## config.mk

```make
export PLATFORM = sky130hd
export DESIGN_NAME = stepdown_drive_seq
export DESIGN_NICKNAME = d
export VERILOG_FILES = /design/src/rtl/stepdown_pkg.sv /design/src/rtl/stepdown_phase_cnt.sv /design/src/rtl/stepdown_drive_seq.sv
export SDC_FILE = /design/constraint.sdc
export NUM_CORES = 1
export LEC_CHECK = 0
export BUFFER_PORTS_ARGS = -buffer_cell sky130_fd_sc_hd__buf_2
export CORE_MARGIN = 2
export CORE_UTILIZATION = 55
export CTS_CLUSTER_DIAMETER = 30
export CTS_CLUSTER_SIZE = 28
export DETAILED_ROUTE_END_ITERATION = 7
export GPL_TIMING_DRIVEN = 1
export MAX_ROUTING_LAYER = met4
export PLACE_DENSITY = 0.77
export SLEW_MARGIN = 25
export SYNTH_ARGS = -nofsm -noshare
export SYNTH_HDL_FRONTEND = slang
export SYNTH_SLANG_ARGS = --single-unit
```

## constraint.sdc

```tcl
create_clock -name clk -period 3.9 [get_ports clk]
set_input_delay 0.195 -clock clk [delete_from_list [all_inputs] [get_ports clk]]
set_output_delay 0.195 -clock clk [all_outputs]
set_load 0.01 [all_outputs]
```

## src/rtl/stepdown_pkg.sv

```systemverilog
// Shared definitions for the step-down loop control: drive-sequencer state
// encoding and the default timing constants used by the loop-control top.
package stepdown_pkg;

  localparam int unsigned SD_CNT_W    = 8;
  localparam int unsigned SD_DEAD_CYC = 4;
  localparam int unsigned SD_TON_MIN  = 8;
  localparam int unsigned SD_TON_MAX  = 200;
  localparam int unsigned SD_TOFF_MIN = 8;

  typedef enum logic [2:0] {
    ST_IDLE  = 3'd0,
    ST_DT_H  = 3'd1,
    ST_HS_ON = 3'd2,
    ST_DT_L  = 3'd3,
    ST_LS_ON = 3'd4,
    ST_FAULT = 3'd5
  } sd_drv_state_t;

endpackage

```

## src/rtl/stepdown_phase_cnt.sv

```systemverilog
// Phase counter for the drive sequencer: saturating up-counter with a
// synchronous clear, plus the threshold compares the FSM needs.
//   clk, rst_n     : clock, async active-low reset
//   clr            : clear to 0 on this edge (state change)
//   dead_done_c    : cnt == DEAD_CYC-1
//   ton_min_ok_c   : cnt >= TON_MIN-1
//   ton_max_hit_c  : cnt == TON_MAX-1
//   toff_ok_c      : cnt >= TOFF_MIN-1
module stepdown_phase_cnt #(
  parameter int unsigned CNT_W    = 8,
  parameter int unsigned DEAD_CYC = 4,
  parameter int unsigned TON_MIN  = 8,
  parameter int unsigned TON_MAX  = 200,
  parameter int unsigned TOFF_MIN = 8
) (
  input  logic clk,
  input  logic rst_n,
  input  logic clr,
  output logic dead_done_c,
  output logic ton_min_ok_c,
  output logic ton_max_hit_c,
  output logic toff_ok_c
);

  localparam logic [CNT_W-1:0] CNT_SAT   = {CNT_W{1'b1}};
  localparam logic [CNT_W-1:0] DEAD_LAST = CNT_W'(DEAD_CYC - 1);
  localparam logic [CNT_W-1:0] TON_LO    = CNT_W'(TON_MIN - 1);
  localparam logic [CNT_W-1:0] TON_HI    = CNT_W'(TON_MAX - 1);
  localparam logic [CNT_W-1:0] TOFF_LO   = CNT_W'(TOFF_MIN - 1);

  logic [CNT_W-1:0] cnt;

  // Counts cycles spent in the current state; holds at all-ones.
  always_ff @(posedge clk or negedge rst_n) begin
    if (!rst_n) begin
      cnt <= '0;
    end else if (clr) begin
      cnt <= '0;
    end else if (cnt != CNT_SAT) begin
      cnt <= cnt + CNT_W'(1);
    end
  end

  assign dead_done_c   = (cnt == DEAD_LAST);
  assign ton_min_ok_c  = (cnt >= TON_LO);
  assign ton_max_hit_c = (cnt == TON_HI);
  assign toff_ok_c     = (cnt >= TOFF_LO);

endmodule

```

## src/rtl/stepdown_drive_seq.sv

```systemverilog
// Gate-drive sequencer for the step-down loop. Turns the qualified request
// into high-side / low-side enables with dead time and bounded on/off times.
//   clk, rst_n        : clock, async active-low reset
//   req               : qualified turn-on request (level)
//   stop              : turn-off request, honoured after TON_MIN
//   zc                : inductor zero-cross, ends the low-side phase
//   fault             : forces both enables off (registered response)
//   hs_en, ls_en      : high-/low-side enables (registered)
//   tstate            : ready to accept req (registered)
//   maxon             : one-cycle pulse, aligned with hs_en falling on TON_MAX
//   CELV, CELG, SUB   : supply/substrate pins, no logic function
module stepdown_drive_seq
  import stepdown_pkg::*;
#(
  parameter int unsigned DEAD_CYC = SD_DEAD_CYC,
  parameter int unsigned TON_MIN  = SD_TON_MIN,
  parameter int unsigned TON_MAX  = SD_TON_MAX,
  parameter int unsigned TOFF_MIN = SD_TOFF_MIN,
  parameter int unsigned CNT_W    = SD_CNT_W
) (
  input  logic clk,
  input  logic rst_n,
  input  logic req,
  input  logic stop,
  input  logic zc,
  input  logic fault,
  output logic hs_en,
  output logic ls_en,
  output logic tstate,
  output logic maxon,
  input  logic CELV,
  input  logic CELG,
  input  logic SUB
);

  sd_drv_state_t state;
  sd_drv_state_t state_nxt;

  logic dead_done_c;
  logic ton_min_ok_c;
  logic ton_max_hit_c;
  logic toff_ok_c;

  logic hs_c;
  logic ls_c;
  logic ts_c;
  logic maxon_hit_c;
  logic maxon_q;

  logic unused_supply;
  assign unused_supply = ^{CELV, CELG, SUB};

  stepdown_phase_cnt #(
    .CNT_W    (CNT_W),
    .DEAD_CYC (DEAD_CYC),
    .TON_MIN  (TON_MIN),
    .TON_MAX  (TON_MAX),
    .TOFF_MIN (TOFF_MIN)
  ) u_phase_cnt (
    .clk           (clk),
    .rst_n         (rst_n),
    .clr           (state_nxt != state),
    .dead_done_c   (dead_done_c),
    .ton_min_ok_c  (ton_min_ok_c),
    .ton_max_hit_c (ton_max_hit_c),
    .toff_ok_c     (toff_ok_c)
  );

  // State register.
  always_ff @(posedge clk or negedge rst_n) begin
    if (!rst_n) begin
      state <= ST_IDLE;
    end else begin
      state <= state_nxt;
    end
  end

  // Next-state and output decode; fault overrides every state.
  always_comb begin
    state_nxt   = state;
    maxon_hit_c = 1'b0;
    hs_c        = 1'b0;
    ls_c        = 1'b0;
    ts_c        = 1'b0;

    unique case (state)
      ST_IDLE:  ts_c = 1'b1;
      ST_HS_ON: hs_c = 1'b1;
      ST_LS_ON: begin
        ls_c = 1'b1;
        ts_c = toff_ok_c;
      end
      default: ;
    endcase

    if (fault) begin
      state_nxt = ST_FAULT;
    end else begin
      unique case (state)
        ST_FAULT: state_nxt = ST_IDLE;
        ST_IDLE:  if (req) state_nxt = ST_DT_H;
        ST_DT_H:  if (dead_done_c) state_nxt = ST_HS_ON;
        ST_HS_ON: begin
          if (ton_max_hit_c) begin
            state_nxt   = ST_DT_L;
            maxon_hit_c = 1'b1;
          end else if (stop && ton_min_ok_c) begin
            state_nxt = ST_DT_L;
          end
        end
        ST_DT_L:  if (dead_done_c) state_nxt = ST_LS_ON;
        ST_LS_ON: begin
          // req has priority over zc once the off-time minimum is met.
          if (toff_ok_c) begin
            if (req) begin
              state_nxt = ST_DT_H;
            end else if (zc) begin
              state_nxt = ST_IDLE;
            end
          end
        end
        default: state_nxt = ST_IDLE;
      endcase
    end
  end

  // Registered outputs; maxon is delayed one extra stage so it lines up
  // with the hs_en falling edge rather than the HS_ON exit decision.
  always_ff @(posedge clk or negedge rst_n) begin
    if (!rst_n) begin
      hs_en   <= 1'b0;
      ls_en   <= 1'b0;
      tstate  <= 1'b1;
      maxon_q <= 1'b0;
      maxon   <= 1'b0;
    end else begin
      hs_en   <= hs_c;
      ls_en   <= ls_c;
      tstate  <= ts_c;
      maxon_q <= maxon_hit_c;
      maxon   <= maxon_q;
    end
  end

endmodule
```

# After elaboration in Yosys (flattened, before gate mapping)
# Index checks and enable logic that the tools add are counted.
# W data, S select, Z words.
[word_totals] ff_bits=16 latchBits=0 ram_bits=0 rom_bits=0 input_bits=9 wordCells=38 mem_count=0
[classes] n_addsub=1 multipliers=0 n_div=0 magnitude_cmp=1 eq_ne=8 shifts=0 muxes=18 bitwise=0 n_reduce_logical=3
[op_table] operator="$mux W3" count=9
[op_table] operator="$mux W8" count=2
[op_table] operator="$pmux W3 S5" count=1
[op_table] operator="$add A8 B1 Y8 const B" count=1
[op_table] operator="$eq A8 B2 Y1 const B" count=1
[op_table] operator="$eq A8 B8 Y1 const B" count=1
[op_table] operator="$ge A8 B3 Y1 const B" count=1
[op_table] operator="$ne A8 B8 Y1 const B" count=1
[op_table] operator="$eq A3 B2 Y1 const B" count=2
[op_table] operator="$mux W1" count=5
[op_table] operator="$eq A3 B1 Y1 const B" count=1
[op_table] operator="$eq A3 B3 Y1 const B" count=1
[op_table] operator="$logic_not A3 Y1" count=1
[op_table] operator="$ne A3 B3 Y1" count=1
[op_table] operator="$pmux W1 S2" count=1
[op_table] operator="$reduce_bool A2 Y1" count=1
[op_table] operator="$logic_and A1 B1 Y1" count=1

# Longest topological paths before layout
# Gate-level depths: netlist of run 1.
[logic_depth] ltp_word=8 ltp_mapped=5 depth_no_buf=5

# Modules after synthesis
# A second synthesis of run 1 with hierarchy kept.
[unflattened] hier_cells=83 area_unflattened_um2=858.3
[modules_own_cells] module="stepdown_phase_cnt" instances=1 cells_each=46 area_each_um2=471.7
[modules_own_cells] module="stepdown_drive_seq" instances=1 cells_each=37 area_each_um2=386.6

# Least setup slack after synthesis of run 1
# OpenSTA, ideal clock, no wires.
[synth_path] kind="register to register" startpoint="register u_phase_cnt.cnt[0]" endpoint="register u_phase_cnt.cnt[4]" setup_ns=0.138 t_arrival_ns=1.545 path_slack_ns=2.217 path_stages_with_launch=6 cell_sequence="dfrtp_1 ha_1 nor4b_2 nand3_1 a221oi_4 nor4_1"
[synth_via] elab_chain_len=8 word_cells_on_any_way=17 cone_classes="add/sub: 1; order compare: 1; eq/ne: 4; mux: 9; reduce/logical: 2"
[synth_lines] item="from (decl)" line_no="stepdown_phase_cnt.sv:31" rtl="logic [CNT_W-1:0] cnt;"
[synth_lines] item="from (signal assigned)" line_no="stepdown_phase_cnt.sv:40" rtl="cnt <= cnt + CNT_W'(1);"
[synth_lines] item="$ge A8 B3 Y1" line_no="stepdown_phase_cnt.sv:45, stepdown_phase_cnt.sv:47"
[synth_lines] item="$logic_and A1 B1 Y1" line_no="stepdown_drive_seq.sv:107" rtl="end else if (stop && ton_min_ok_c) begin"
[synth_lines] item="$mux W3" line_no="stepdown_drive_seq.sv:107"
[synth_lines] item="$mux W3" line_no="stepdown_drive_seq.sv:104" rtl="if (ton_max_hit_c) begin"
[synth_lines] item="$pmux W3 S5" line_no="stepdown_drive_seq.sv:99" rtl="unique case (state)"
[synth_lines] item="$mux W3" line_no="stepdown_drive_seq.sv:96" rtl="if (fault) begin"
[synth_lines] item="$ne A3 B3 Y1" line_no="stepdown_drive_seq.sv:62" rtl=".clr (state_nxt != state),"
[synth_lines] item="$mux W8 or $reduce_bool A2 Y1 (tied branches)"
# Parallel ways exist; a longest one is shown, timed or not. The select of a mux whose other input is x is not followed.
# A chain may end at the register's enable or synchronous reset.

# Worst setup path in the final report of run 1
[layout_path] startpoint="register u_phase_cnt.cnt[0]" endpoint="register u_phase_cnt.cnt[6]"
# Same word-level chain as after synthesis.

==> results_dict.tcl, run 1 <==
set metrics [dict create \
    critPathCaptureType "flop" \
    num_antenna_cells 0 \
    tightest_slew_ns 0.454 \
    grt_use_total_pct 20.1 \
    layout.cells.most_common_list "sky130_fd_sc_hd__dfrtp_1, sky130_fd_sc_hd__nor2_1, sky130_fd_sc_hd__buf_2" \
    totalPowerFinal_mw 0.360 \
    drt.antenna.violating_nets 0 \
    final.setup.tns_ns 0 \
    finalCoreUtilization_pct 64.9 \
    cts_post_setup_buffers_inserted 0 \
    io_buffers 9 \
    r2r_setup_slack_ns 1.92 \
    synth_cell_type_count 35 \
    core_sq_um 1520 \
    yosysSeqAreaShare_pct 44.6 \
    grt_start_max_net_pins 17 \
    worst_clock_skew_ns 0.000731 \
    tritoncts_num_sinks 16 \
    postCtsResizedCells 0 \
    rows 14 \
    cts-buffers-inserted 3 \
    worstPathCellList "ha_1 -> nor4b_2 -> nand3_1 -> a221oi_4 -> nor4_1" \
    drive_above_1_share_pct 25.8 \
    synth.ff_latch_count 16 \
    crit_path_max_incr_delay_ns 0.53 \
    min_period_ns 1.98 \
    clock.fmax_mhz 505 \
    critical_path.n_buffers_inverters 0 \
    clock_tree.htree_level_count 1 \
    critical-path-top-delay-family "simple AND/OR/NAND/NOR gates" \
    finalCritPeriodShare_pct 50.8 \
    via_cell_ratio 6.15 \
    max_capacitance_violation_total 0 \
    grt_remaining_overflow 0 \
    io_pins 13 \
    path_class "flop to flop" \
    cp.arrival_ns 2.13 \
    sw_frac_of_total_pct 27.7 \
    floorplan.initialDensity_pct 59.1 \
    die_width_um 44.5 \
    share_comb_of_total_power_pct 16.8 \
    hold_violations 0 \
    avgSynthCellArea_sq_um 11.0 \
    rsz_0062_raised_after_global_routing "false" \
    pwr_density_cell_nw_per_um2 365 \
    timing.final.setup_violations 0 \
    detailed_route_iter0_violations 12 \
    intPower_mw 0.260 \
    hold_class "primary input to flop" \
    via_count_of_the_routed_design 670 \
    chipHeight_um 44.5 \
    timing.final.max_slew_violations 0 \
    synth_enable_flop_cells 0 \
    final_net_count 104 \
    async_reset_ff_share_pct 100 \
    switchingPower_mw 0.100 \
    finalHoldWorstSlack_ns 0.171 \
    floorplan.die_area_sq_um 1980 \
    cts_buffer_depth 2 \
    clk_pin_slew_worst_paths_ns 0.09 \
    power_frac_clock_pct 29.9 \
    tritoncts "built" \
    areaGrowthSynthToFinish_pct 9.72 \
    status "finished clean" \
    crit_slowest_cell "sky130_fd_sc_hd__a221oi_4" \
    totalWireLength_mm 1.56 \
    grt_pass1_vias 622 \
    grt_first_pass_wirelength_mm 2.77 \
    drt-wirelength-per-cell_um 14.3 \
    synthesis.nets 92 \
    power_leakage_nw 0.425 \
    timing.max_slew.rel_slack_pct 69.8 \
    gp_routability_congestion 0.841 \
    drt_pre_antenna_iters 4 \
    cp.required_ns 4.05 \
    ys.warnings.count 0 \
    antenna_found_initial 0 \
    cp-start-kind "flop" \
    clk-insertion-delay-late_ns 0.28 \
    worst_path_max_fanout 8 \
    seqPwrFrac_pct 53.4 \
    leading_cell_type_in_the_layout_fill_and_taps_excluded "sky130_fd_sc_hd__dfrtp_1" \
    dominantRegCellSynth "sky130_fd_sc_hd__dfrtp_1" \
    mappedNetlistArea_sq_um 901 \
    post_synth_inst_count 82 \
    dp_hpwl_mm 1.17 \
    root_buffer "sky130_fd_sc_hd__clkbuf_4" \
    peak_supply_drop_mv 0.220 \
    detail_route.drc_violations 0 \
]
## per-stage QoR
stage,instances,cell area [sq um],setup WS (ns)
CTS,109,988,1.92
global route,109,988,1.74
global placement,104,942,1.97
detailed placement,104,942,1.94
finish,109,988,1.92
floorplan,82,901,2.22
## cells by family (layout without fill, tap and decap cells)
logic type / count (synthesis) / after routing / share of synthesized area (%)
multiplexers: 3 / 3 / 3.33
AO/OA/AOI/OAI: 11 / 11 / 16.5
buffers and inverters: 4 / 15 / 3.05
XOR/XNOR: 2 / 2 / 1.94
adder cells (fa/ha/maj): 1 / 1 / 1.39
flip-flops: 16 / 16 / 44.6
AND/OR/NAND/NOR: 45 / 45 / 29.2
## registers in the layout, summed over array words and instances, names as in the netlist
| name | cells |
|---|---|
| maxon | 1 |
| ls_en | 1 |
| tstate | 1 |
| hs_en | 1 |
| u_phase_cnt.cnt | 8 |
| maxon_q | 1 |
| state | 3 |
## layer usage
metal / wire (um) / up-vias / GRT usage, %
met2: 794 / 6 / 32.5
met1: 726 / 327 / 24.3
met5: 0 / - / -
li1: - / 335 / -
met4: 10 / 0 / 9.09
met3: 33 / 2 / 3.67
## cell usage after synthesis, types with 2 or more instances
| cell type | n | share of area, % |
|---|---|---|
| sky130_fd_sc_hd__mux2i_1 | 3 | 3.3 |
| sky130_fd_sc_hd__nor3_1 | 7 | 3.9 |
| sky130_fd_sc_hd__nand2_1 | 4 | 1.7 |
| sky130_fd_sc_hd__dfrtp_1 | 15 | 42 |
| sky130_fd_sc_hd__nor4_1 | 3 | 2.1 |
| sky130_fd_sc_hd__nor2_1 | 11 | 4.6 |
| sky130_fd_sc_hd__nor3b_1 | 2 | 1.7 |
| sky130_fd_sc_hd__nand3_1 | 4 | 2.2 |
| sky130_fd_sc_hd__and3_1 | 2 | 1.4 |
| sky130_fd_sc_hd__nand4_1 | 4 | 2.8 |
| sky130_fd_sc_hd__xor2_1 | 2 | 1.9 |
| sky130_fd_sc_hd__a31oi_4 | 2 | 4.7 |
## power by group through the flow
stage | Clock [mW] | Sequential [mW] | Combinational, mW
6_report | 0.108 | 0.192 | 0.0604
5_1_grt | 0.119 | 0.195 | 0.0691
4_1_cts | 0.112 | 0.192 | 0.0613
3_5_place_dp | 0 | 0.196 | 0.0603
3_3_place_gp | 0 | 0.195 | 0.0583
2_1_floorplan | 0 | 0.189 | 0.0521
## path summary, 6_finish.rpt
check,start,depth (start not counted),to
setup / recovery,u_phase_cnt.cnt[0]$_DFFE_PN0P_,5,u_phase_cnt.cnt[6]$_DFFE_PN0P_
hold / removal,fault,2,state[1]$_DFF_PN0_
setup reg to reg,u_phase_cnt.cnt[0]$_DFFE_PN0P_,5,u_phase_cnt.cnt[6]$_DFFE_PN0P_
hold reg to reg,maxon_q$_DFF_PN0_,0,maxon$_DFF_PN0_
max in group asynchronous,rst_n,2,tstate$_DFF_PN1_
min in group asynchronous,rst_n,2,u_phase_cnt.cnt[5]$_DFFE_PN0P_
## what timing repair did
item / CTS / global route
hold buffers: 1 / 0
hold endpoints to repair: 15 / 0
setup endpoints to repair: 0 / 0
## area by class of cell
class	instances	area (sq um)
fillers	123	536
multi-input cells	62	472
flip-flops and latches	16	402
repair buffers	10	55.1
clock buffers	4	36.3
well taps	16	20.0
inverters	1	3.75
Power figures use the tool's default switching activity.
==> run 2, diff against run 1 <==
- CORE_UTILIZATION: 55 -> 49
- PLACE_DENSITY: 0.77 -> 0.73
- clock period: 3.9 -> 1.7 ns (I/O delays scaled with it)
==> run 2 against run 1 <==
The run now ends with setup timing left. Count of clock-buffer cells in the layout unchanged. Register-to-register slack got worse by 2.0 ns. Core utilization increased by 7.9 points. Fmax increased by 13%. First-iteration DRC count increased to 2.8 times the previous value. Final area increased by 27%. Largest cell class unchanged. Final cell count increased by 26%.
==> results_dict.tcl, run 2 (synthesis results as in run 1) <==
set metrics [dict create \
    status "finished with violations" \
    failed_checks "setup timing" \
    clk-insertion-delay-late_ns 0.30 \
    max_capacitance_violation_total 0 \
    final_net_count 123 \
    crit_slowest_cell "sky130_fd_sc_hd__dfrtp_1" \
    top_regs "u_phase_cnt.cnt: 8 flops, state: 3 flops" \
    core_sq_um 1730 \
    worst_clock_skew_ns 0.00408 \
    path_class "flop to flop" \
    tightest_slew_ns 0.420 \
    totalPowerFinal_mw 0.974 \
    areaGrowthSynthToFinish_pct 39.4 \
    floorplan.initialDensity_pct 52.2 \
    io_buffers 9 \
    grt_pass1_vias 714 \
    grt_first_pass_wirelength_mm 3.15 \
    timing.final.setup_violations 7 \
    layout.area.seq_sq_um 402 \
    min_path_cells 2 \
    hold_class "primary input to flop" \
    io_pins 13 \
    cts-buffers-inserted 3 \
    rsz_0062_raised_after_global_routing "true" \
    power_leakage_nw 0.531 \
    top_register "u_phase_cnt.cnt" \
    detail_route.drc_violations 0 \
    finalCritPeriodShare_pct 103 \
    tritoncts "built" \
    clock.fmax_mhz 569 \
    r2r_setup_slack_ns -0.06 \
    tritoncts_num_sinks 16 \
    detailed_route_iter0_violations 34 \
    cp.arrival_ns 1.96 \
    timing.critical_path.from "u_phase_cnt.cnt[1]$_DFFE_PN0P_" \
    critPathCaptureType "flop" \
    gp_routability_congestion 0.832 \
    worst_r2r_path_depth 5 \
    totalWireLength_mm 2.26 \
    cp.required_ns 1.91 \
    antenna_found_initial 0 \
    via_count_of_the_routed_design 781 \
    grt_start_max_net_pins 17 \
    grt_use_total_pct 21.8 \
    multi_input_comb_area_sq_um 578 \
    layout.cells.most_common_list "sky130_fd_sc_hd__buf_4, sky130_fd_sc_hd__dfrtp_1, sky130_fd_sc_hd__nor2_1" \
    worstPathCellList "ha_4 -> a211o_4 -> o22ai_4 -> a31oi_4 -> nor4_1" \
    rows 15 \
    dp_hpwl_mm 1.33 \
    timing.final.max_slew_violations 0 \
    min_to "maxon_q$_DFF_PN0_" \
    crit-reg2reg-capture "u_phase_cnt.cnt[6]$_DFFE_PN0P_" \
    startpoint_of_the_lowest_slack_register_to_register_path "u_phase_cnt.cnt[1]$_DFFE_PN0P_" \
    min_period_ns 1.76 \
    pwr_density_cell_nw_per_um2 775 \
    peak_supply_drop_mv 0.527 \
    grt_remaining_overflow 0 \
    floorplan.die_area_sq_um 2200 \
    hold_path.startpoint "fault" \
    cts_buffer_depth 2 \
    timing.max_slew.rel_slack_pct 72.0 \
    via_cell_ratio 5.70 \
    drt-wirelength-per-cell_um 16.5 \
    chipHeight_um 46.9 \
    num_antenna_cells 0 \
    die_width_um 46.9 \
    cp-start-kind "flop" \
    critical_path.n_buffers_inverters 0 \
    largest_register_ffs 8 \
    drt.antenna.violating_nets 0 \
    hold_violations 0 \
    clk_pin_slew_worst_paths_ns 0.10 \
    crit_path_max_incr_delay_ns 0.43 \
    root_buffer "sky130_fd_sc_hd__clkbuf_4" \
    drt_pre_antenna_iters 4 \
    fin_ws_ns -0.0582 \
    drive_above_1_share_pct 49.1 \
    critical-path-top-delay-family "compound AO/OA/AOI/OAI gates" \
    leading_cell_type_in_the_layout_fill_and_taps_excluded "sky130_fd_sc_hd__buf_4" \
    finalHoldWorstSlack_ns 0.0416 \
    clock_tree.htree_level_count 1 \
    worst_path_max_fanout 6 \
    fillCellCount 142 \
]
run 2: changes by cell type in the layout (fill, tap and decap cells not counted), moves of 2 or more:
cell / previous run / this run
sky130_fd_sc_hd__nor4_2: 0 / 2
sky130_fd_sc_hd__buf_4: 0 / 17
sky130_fd_sc_hd__nor3_2: 1 / 3
sky130_fd_sc_hd__buf_6: 0 / 2
sky130_fd_sc_hd__nor3_4: 0 / 3
sky130_fd_sc_hd__nor4_1: 3 / 1
sky130_fd_sc_hd__nor3_1: 7 / 2
run 2: per-layer routing:
metal / global-route usage, % / wire length, um
met1: 26.3 / 938
met5: - / 0
met2: 32.3 / 1180
met4: 13.3 / 57
met3: 5.38 / 87
run 2: worst max path at each step:
stage	end	slack, ns	cells past startpoint
floorplan	u_phase_cnt.cnt[4]$_DFFE_PN0P_	0.02	5
global placement	u_phase_cnt.cnt[2]$_DFFE_PN0P_	-0.04	5
detailed placement	u_phase_cnt.cnt[2]$_DFFE_PN0P_	-0.07	5
CTS	u_phase_cnt.cnt[2]$_DFFE_PN0P_	-0.02	5
global route	u_phase_cnt.cnt[4]$_DFFE_PN0P_	-0.12	6
finish	u_phase_cnt.cnt[6]$_DFFE_PN0P_	-0.06	5
run 2: area by class of cell:
class	instances	share of cell area [%]
multi-input combinational	62	46.0
sequential	16	32.0
timing repair buffer	29	16.3
clock buffer	4	2.89
tap	25	2.49
inverter	1	0.299
run 2: what timing repair did:
action | CTS | global route
buffers inserted | 5 | 0
hold buffers | 1 | 0
endpoints found under the hold margin | 16 | 0
pin swaps | 0 | 11
gates resized for setup | 7 | 13
endpoints found under the setup margin | 8 | 9
run 2: per-stage QoR:
stage	setup slack [ns]	utilization (%)	instances	TNS [ns]	cell area, sq um
finish	-0.0582	72.8	137	-0.353	1260
floorplan	0.0168	-	82	0	901
global placement	-0.0392	61.7	128	-0.0737	1070
detailed placement	-0.0700	61.7	128	-0.409	1070
CTS	-0.0163	68.4	137	-0.0397	1180
global route	-0.122	72.8	137	-0.863	1260
run 2: where the power goes:
part           internal [mW]  leakage, nW  total, mW  switching (mW)
Combinational          0.131        0.300      0.269           0.138
Sequential             0.407        0.211      0.442          0.0351
Clock                  0.131       0.0210      0.263           0.132
